===== src/rtl/synth_pkg.sv =====
// synth_pkg -- shared constants and FSM state type for the DAC mixer / SPI block.
//   CH_BITS    : width of one mixer channel input
//   DAC_BITS   : width of the DAC data field
//   DAC_CFG    : 4-bit command/config nibble sent ahead of the data
//   FRAME_BITS : SPI frame length
// Optional feature macro: DAC_LDAC_EN (adds the ST_LDAC state).
package synth_pkg;

  localparam int         CH_BITS    = 11;
  localparam int         DAC_BITS   = 12;
  localparam int         FRAME_BITS = 16;
  localparam logic [3:0] DAC_CFG    = 4'b0011;

  typedef enum logic [1:0] {
    ST_IDLE  = 2'd0,
    ST_SHIFT = 2'd1,
    ST_END   = 2'd2
`ifdef DAC_LDAC_EN
    , ST_LDAC = 2'd3
`endif
  } dac_state_t;

endpackage


===== src/rtl/dac_mixer_spi_if.sv =====
// dac_mixer_spi_if -- serial link to a 12-bit SPI DAC (mode 0).
//   sclk   : serial clock, idles low
//   mosi   : serial data, MSB first
//   cs_n   : chip select, active low
//   ldac_n : DAC latch strobe, active low
// Modports: master (the controller drives), slave (the DAC side observes).
interface dac_mixer_spi_if;

  logic sclk;
  logic mosi;
  logic cs_n;
  logic ldac_n;

  modport master (output sclk, output mosi, output cs_n, output ldac_n);
  modport slave  (input  sclk, input  mosi, input  cs_n, input  ldac_n);

endinterface


===== src/rtl/dac_mixer_spi_mixer.sv =====
// channel_mixer -- combinational unsigned mix of NUM_CH 11-bit channels.
//   ch_in   : packed samples, channel k at [11k+10:11k]
//   ch_mute : 1 = channel k contributes 0
//   data    : top 12 bits of the full-width sum
// The sum is sized 11+clog2(NUM_CH), so it can never overflow; taking its
// top 12 bits scales the result into the DAC range without clipping.
module channel_mixer
  import synth_pkg::*;
#(
  parameter int NUM_CH = 2
) (
  input  logic [NUM_CH*CH_BITS-1:0] ch_in,
  input  logic [NUM_CH-1:0]         ch_mute,
  output logic [DAC_BITS-1:0]       data
);

  localparam int SUM_W = CH_BITS + $clog2(NUM_CH);

  logic [SUM_W-1:0] sum;

  always_comb begin
    sum = '0;
    for (int k = 0; k < NUM_CH; k++) begin
      if (!ch_mute[k]) begin
        sum = sum + SUM_W'(ch_in[k*CH_BITS +: CH_BITS]);
      end
    end
  end

  assign data = sum[SUM_W-1 -: DAC_BITS];

endmodule


===== src/rtl/dac_mixer_spi.sv =====
// dac_mixer_spi -- mixes NUM_CH channels and ships each sample to a 12-bit
// SPI DAC once per SAMPLE_DIV clocks.
//   clk, rst_n : system clock, async active-low reset
//   ch_in      : packed 11-bit channel samples
//   ch_mute    : per-channel mute
//   enable     : 1 = start a frame on each sample tick
//   spi        : sclk / mosi / cs_n / ldac_n (master modport)
//   busy       : frame in progress
//   frame_done : one-cycle pulse in the END state
// Optional feature macro: DAC_LDAC_EN -- adds a one-cycle ldac_n strobe
// after END; without it ldac_n is tied low and the DAC updates on cs_n rise.
//
// state    | meaning
// ST_IDLE  | waiting for a sample tick with enable=1
// ST_SHIFT | 16 bits out, each SCLK_DIV low + SCLK_DIV high cycles
// ST_END   | cs_n released, frame_done pulsed
// ST_LDAC  | ldac_n low for one cycle (DAC_LDAC_EN only)
module dac_mixer_spi
  import synth_pkg::*;
#(
  parameter int NUM_CH     = 2,
  parameter int SCLK_DIV   = 2,
  parameter int SAMPLE_DIV = 250
) (
  input  logic                      clk,
  input  logic                      rst_n,
  input  logic [NUM_CH*CH_BITS-1:0] ch_in,
  input  logic [NUM_CH-1:0]         ch_mute,
  input  logic                      enable,
  dac_mixer_spi_if.master           spi,
  output logic                      busy,
  output logic                      frame_done
);

  localparam int TW = $clog2(SAMPLE_DIV);
  localparam int DW = $clog2(SCLK_DIV + 1);
  localparam logic [DW-1:0] DIV_LOAD = DW'(SCLK_DIV - 1);

  generate
    if (NUM_CH != 2 && NUM_CH != 4) begin : g_bad_num_ch
      $error("dac_mixer_spi: NUM_CH must be 2 or 4");
    end
    if (SCLK_DIV < 1) begin : g_bad_sclk_div
      $error("dac_mixer_spi: SCLK_DIV must be >= 1");
    end
    if (SAMPLE_DIV < 32*SCLK_DIV + 4) begin : g_bad_sample_div
      $error("dac_mixer_spi: SAMPLE_DIV must be >= 32*SCLK_DIV+4");
    end
  endgenerate

  dac_state_t            state;
  logic [TW-1:0]         timer;
  logic                  tick;
  logic [FRAME_BITS-1:0] sreg;
  logic [DW-1:0]         div_cnt;
  logic [3:0]            bit_cnt;
  logic                  sclk_q;
  logic                  cs_n_q;
  logic [DAC_BITS-1:0]   mix_data;

  channel_mixer #(.NUM_CH(NUM_CH)) u_mixer (
    .ch_in   (ch_in),
    .ch_mute (ch_mute),
    .data    (mix_data)
  );

  assign tick = (timer == TW'(SAMPLE_DIV - 1));

`ifdef DAC_LDAC_EN
  logic ldac_q;
  assign spi.ldac_n = ldac_q;
`else
  assign spi.ldac_n = 1'b0;
`endif

  always_ff @(posedge clk or negedge rst_n) begin
    if (!rst_n) begin
      state      <= ST_IDLE;
      timer      <= '0;
      sreg       <= '0;
      div_cnt    <= '0;
      bit_cnt    <= '0;
      sclk_q     <= 1'b0;
      cs_n_q     <= 1'b1;
      frame_done <= 1'b0;
`ifdef DAC_LDAC_EN
      ldac_q     <= 1'b1;
`endif
    end else begin
      timer      <= tick ? '0 : timer + TW'(1);
      frame_done <= 1'b0;
      case (state)
        ST_IDLE: begin
          if (tick && enable) begin
            state   <= ST_SHIFT;
            sreg    <= {DAC_CFG, mix_data};
            cs_n_q  <= 1'b0;
            sclk_q  <= 1'b0;
            div_cnt <= DIV_LOAD;
            bit_cnt <= 4'(FRAME_BITS - 1);
          end
        end
        ST_SHIFT: begin
          if (div_cnt != '0) begin
            div_cnt <= div_cnt - DW'(1);
          end else begin
            div_cnt <= DIV_LOAD;
            if (!sclk_q) begin
              sclk_q <= 1'b1;
            end else if (bit_cnt == 4'd0) begin
              state      <= ST_END;
              sclk_q     <= 1'b0;
              cs_n_q     <= 1'b1;
              frame_done <= 1'b1;
              sreg       <= '0;
            end else begin
              // falling sclk: next bit appears while sclk is low
              sclk_q  <= 1'b0;
              sreg    <= {sreg[FRAME_BITS-2:0], 1'b0};
              bit_cnt <= bit_cnt - 4'd1;
            end
          end
        end
        ST_END: begin
`ifdef DAC_LDAC_EN
          state  <= ST_LDAC;
          ldac_q <= 1'b0;
`else
          state  <= ST_IDLE;
`endif
        end
`ifdef DAC_LDAC_EN
        ST_LDAC: begin
          state  <= ST_IDLE;
          ldac_q <= 1'b1;
        end
`endif
        default: state <= ST_IDLE;
      endcase
    end
  end

  assign spi.sclk = sclk_q;
  assign spi.cs_n = cs_n_q;
  assign spi.mosi = sreg[FRAME_BITS-1];
  assign busy     = (state != ST_IDLE);

endmodule


===== src/flat_wrapper.sv =====
// flat-port wrapper written by rule: the top's interface ports become plain ports
module dac_mixer_spi_flat import synth_pkg::*;
#(
  parameter int NUM_CH     = 2,
  parameter int SCLK_DIV   = 2,
  parameter int SAMPLE_DIV = 250
)
  (clk, rst_n, ch_in, ch_mute, enable, busy, frame_done, spi_sclk, spi_mosi, spi_cs_n, spi_ldac_n);
  dac_mixer_spi_if spi_i ();
  input  logic clk;
  input  logic rst_n;
  input  logic [NUM_CH*CH_BITS-1:0] ch_in;
  input  logic [NUM_CH-1:0] ch_mute;
  input  logic enable;
  output logic busy;
  output logic frame_done;
  output wire logic [$bits(spi_i.sclk)-1:0] spi_sclk;
  output wire logic [$bits(spi_i.mosi)-1:0] spi_mosi;
  output wire logic [$bits(spi_i.cs_n)-1:0] spi_cs_n;
  output wire logic [$bits(spi_i.ldac_n)-1:0] spi_ldac_n;
  assign spi_sclk = spi_i.sclk;
  assign spi_mosi = spi_i.mosi;
  assign spi_cs_n = spi_i.cs_n;
  assign spi_ldac_n = spi_i.ldac_n;
  dac_mixer_spi #(.NUM_CH(NUM_CH), .SCLK_DIV(SCLK_DIV), .SAMPLE_DIV(SAMPLE_DIV)) u_core (.clk(clk), .rst_n(rst_n), .ch_in(ch_in), .ch_mute(ch_mute), .enable(enable), .spi(spi_i), .busy(busy), .frame_done(frame_done));
endmodule

===== config.mk =====
export PLATFORM = sky130hd
export DESIGN_NAME = dac_mixer_spi_flat
export DESIGN_NICKNAME = d
export VERILOG_FILES = /design/src/rtl/synth_pkg.sv /design/src/rtl/dac_mixer_spi_if.sv /design/src/rtl/dac_mixer_spi_mixer.sv /design/src/rtl/dac_mixer_spi.sv /design/src/flat_wrapper.sv
export SDC_FILE = /design/constraint.sdc
export NUM_CORES = 1
export LEC_CHECK = 0
export ABC_AREA = 1
export BUFFER_PORTS_ARGS = -buffer_cell sky130_fd_sc_hd__buf_2
export CAP_MARGIN = 40
export CORE_ASPECT_RATIO = 0.75
export CORE_MARGIN = 1
export CORE_UTILIZATION = 39
export DETAILED_ROUTE_END_ITERATION = 10
export GPL_TIMING_DRIVEN = 1
export PLACE_DENSITY_LB_ADDON = 0.2
export REMOVE_ABC_BUFFERS = 1
export SLEW_MARGIN = 20
export SYNTH_ARGS = -nofsm -noshare
export SYNTH_HDL_FRONTEND = slang
export SYNTH_HIERARCHICAL = 1
export SYNTH_SLANG_ARGS = --single-unit

===== constraint.sdc =====
create_clock -name clk -period 4.1 [get_ports clk]
set_input_delay 0.82 -clock clk [delete_from_list [all_inputs] [get_ports clk]]
set_output_delay 0.82 -clock clk [all_outputs]
set_load 0.03 [all_outputs]

==> results.toml <==
[run_status]
status = "finished clean"

[cts]
htree_levels = 2
clk_pin_slew_ns = 0.08
cts_tree = "built"
cts_root_buf = "clkbuf_8"
clock_sinks = 35
cts_resized = 0
cts_buffers = 5
worstSkewPairLatency_ns = 0.29
cts_hold_buf = 0
clock_path_buffers = 2
cts_setup_buffers = 0

[place]
dp_hpwl_um = 4221
dp_slack_ns = 1.339
place.gp.congestion = 0.8187
place_area_um2 = 2910
io_buffers = 31
dp.cells = 496

[layout]
seqCellArea_um2 = 877.1
final_nets = 462
diodes = 0
multiInputGateArea_um2 = 1570
fill_cells = 723
drive_gt1_share_pct = 17.34
final_area_um2 = 3023
stdcell_count = 505
syn2layout_area_growth_pct = 10.52

[power]
power_density_nw_per_um2 = 242.9
clkPwrFrac_pct = 35.2
irDropWorstVdd_mv = 0.1241
switching_share_pct = 29.58
pwr-share-seq_pct = 47.0
p_int_w = 0.0005171
power.leakage_nw = 1.685
p_sw_w = 0.0002172
comb_power_share_pct = 17.9
p_total_w = 0.0007343

[global_routing]
met1_usage_pct = 23.69
grt_pass1_wl_um = 9729
track_usage_pct = 16.69
grt_pass1_vias = 2121
overflow = 0
antenna_found_initial = 0
use_met3_pct = 3.853
grt_max_degree = 36
use_met2_pct = 26.21
grt-busiest-layer = "met2"

[sta]
timing.final.hold_violations = 0
min_period_ns = 2.452
finalSetupTns_ns = 0
post-route-period-util_pct = 59.81
fin_worst_skew_ns = 0.009256
setup_viol = 0
rsz0062_at_grt = "false"
fin_ws_ns = 1.648
fmaxAchievable_mhz = 407.8
drv_slew = 0

[critical_path]
r2r_end = "u_core/sreg[3]"
reg2reg_from = "u_core/timer[1]"
end_kind = "register"
reg2regPathDepth = 9
rrSetupSlack_ns = 2.14
critPathKind = "in2reg"
critical_path_arrival_ns = 2.64
crit_fanout = 11
crit_path_start_kind = "primary input"
required_ns = 4.29

[floorplanning]
fp.dieW_um = 98.70
ios = 33
die_y_um = 74.53
dieArea_um2 = 7356
rows = 26
core-area_um2 = 6799
initial_core_util_pct = 40.23

[logic_synthesis]
postSynthAreaPerCell_um2 = 6.995
syn_area_um2 = 2735
synth_cell_types = 40
yosysSeqAreaShare_pct = 32.07
synth-seq-cells = 35
syn-instance-count = 391
yosysWarnings = 6

[detailed_routing]
drtIter0Drc = 80
dr_total_vias = 2399
wl_per_cell_um = 11.16
ant_nets = 0
routed_wl_um = 5636
drc_errors = 0
dr.pass1.iters = 4
viasPerCell = 4.750

[min_path]
hold_path.class = "in2async"

[run]
cap_violations = 0
==> synth_stat cells (all sizes together) <==
cell	n	area, µm²
dfrtp	34	850.8
nand3b	4	30.03
nor2	38	190.2
a21oi	11	62.56
fa	1	20.02
inv	49	183.9
o21ai	10	50.05
and3	2	13.77
conb	1	3.750
nand2	161	624.4
clkinv	1	3.750
clkbuf	1	3.750
ha	14	175.2
nor4	1	21.27
nor3b	2	15.01
dfstp	1	26.28
nor3	4	20.02
nand4	8	71.32
o21a	1	7.510
a31oi	1	6.260
xnor2	2	17.52
nand3	33	232.7
xor2	1	8.760
buf	10	96.34
==> cell type report <==
class                      instances  share of cell area (%)
clock buffer                       5                   2.276
clock inverter                     3                  0.7864
inverter                          50                   6.209
multi-input combinational        295                   51.95
sequential                        35                   29.01
tap                               84                   3.477
timing repair buffer              33                   6.291
==> sequential cells by signal, summed over array words and instances, names as in the netlist <==
signal,count
u_core/state,2
u_core/spi.sclk,1
u_core/bit_cnt,4
u_core/sreg,16
u_core/div_cnt,2
u_core/frame_done,1
u_core/spi.cs_n,1
u_core/timer,8
==> kinds of logic (layout without fill, tap and decap cells) <==
logic type / count (synthesis) / after routing / share of synthesized area (%)
AND/OR/NAND/NOR: 253 / 253 / 44.56
buffers and inverters: 61 / 91 / 10.52
flip-flops: 35 / 35 / 32.07
AO/OA/AOI/OAI: 23 / 23 / 4.621
adder cells (fa/ha/maj): 15 / 15 / 7.136
XOR/XNOR: 3 / 3 / 0.9608
other: 1 / 1 / 0.1371
==> placed cells by master (no fill, tap or decap), types with 3 or more instances in the layout <==
cell and instances:
nand2_1 157, inv_1 46, dfrtp_1 34, nor2_1 32, buf_2 31, nand3_1 21, ha_1 14, nand3_2 11
a21oi_1 9, o21ai_0 6, nand4_1 6, clkbuf_8 5, nor3_1 4, o21ai_1 4, nand3b_1 4, nor2_2 3
inv_2 3
==> power by group through the flow <==
stage	Sequential (W)	Combinational, W	Clock [W]
after detailed placement	0.000352	0.000129	0
final	0.000345	0.000131	0.000258
after floorplan	0.000352	0.0000879	0
after global routing	0.000345	0.000151	0.000282
after global placement	0.000352	0.000127	0
after CTS	0.000345	0.000130	0.000268
==> through the flow <==
| stage | hold WS (ns) | utilization (%) |
|---|---|---|
| after floorplan | 0.4419 | - |
| after global placement | 0.4547 | 42.58 |
| after detailed placement | 0.4548 | 42.80 |
| after CTS | 0.4662 | 44.17 |
| after global routing | 0.3896 | 44.46 |
| final | 0.3930 | 44.46 |
==> worst max-delay path: stages <==
cell and delay (ns):
buf_2 0.17, nor2_1 0.17, ha_1 0.21, inv_1 0.06
fa_1 0.40, inv_1 0.09, nand3_1 0.08, nand3_2 0.10
nand2_1 0.07, nand2_1 0.06, nand2_1 0.04, nand3_1 0.06
nand2_1 0.06, nand2_1 0.06, nand2_1 0.05, nand3_1 0.07
nand2_1 0.05
==> worst max path at each step <==
stage / from / end / slack [ns]
2_1_floorplan: ch_in[0] / u_core/sreg[8] / 1.69
3_3_place_gp: ch_mute[0] / u_core/sreg[8] / 1.38
3_5_place_dp: ch_mute[0] / u_core/sreg[6] / 1.34
4_1_cts: ch_mute[0] / u_core/sreg[6] / 1.65
5_1_grt: ch_mute[0] / u_core/sreg[6] / 1.43
6_report: ch_mute[0] / u_core/sreg[6] / 1.65
==> layer usage <==
layer / up-vias / share of wire, %
met2: 36 / 43
met4: 0 / 0.62
met3: 5 / 3.6
met1: 1079 / 53
met5: - / 0
li1: 1279 / -
Power figures use the tool's default switching activity.
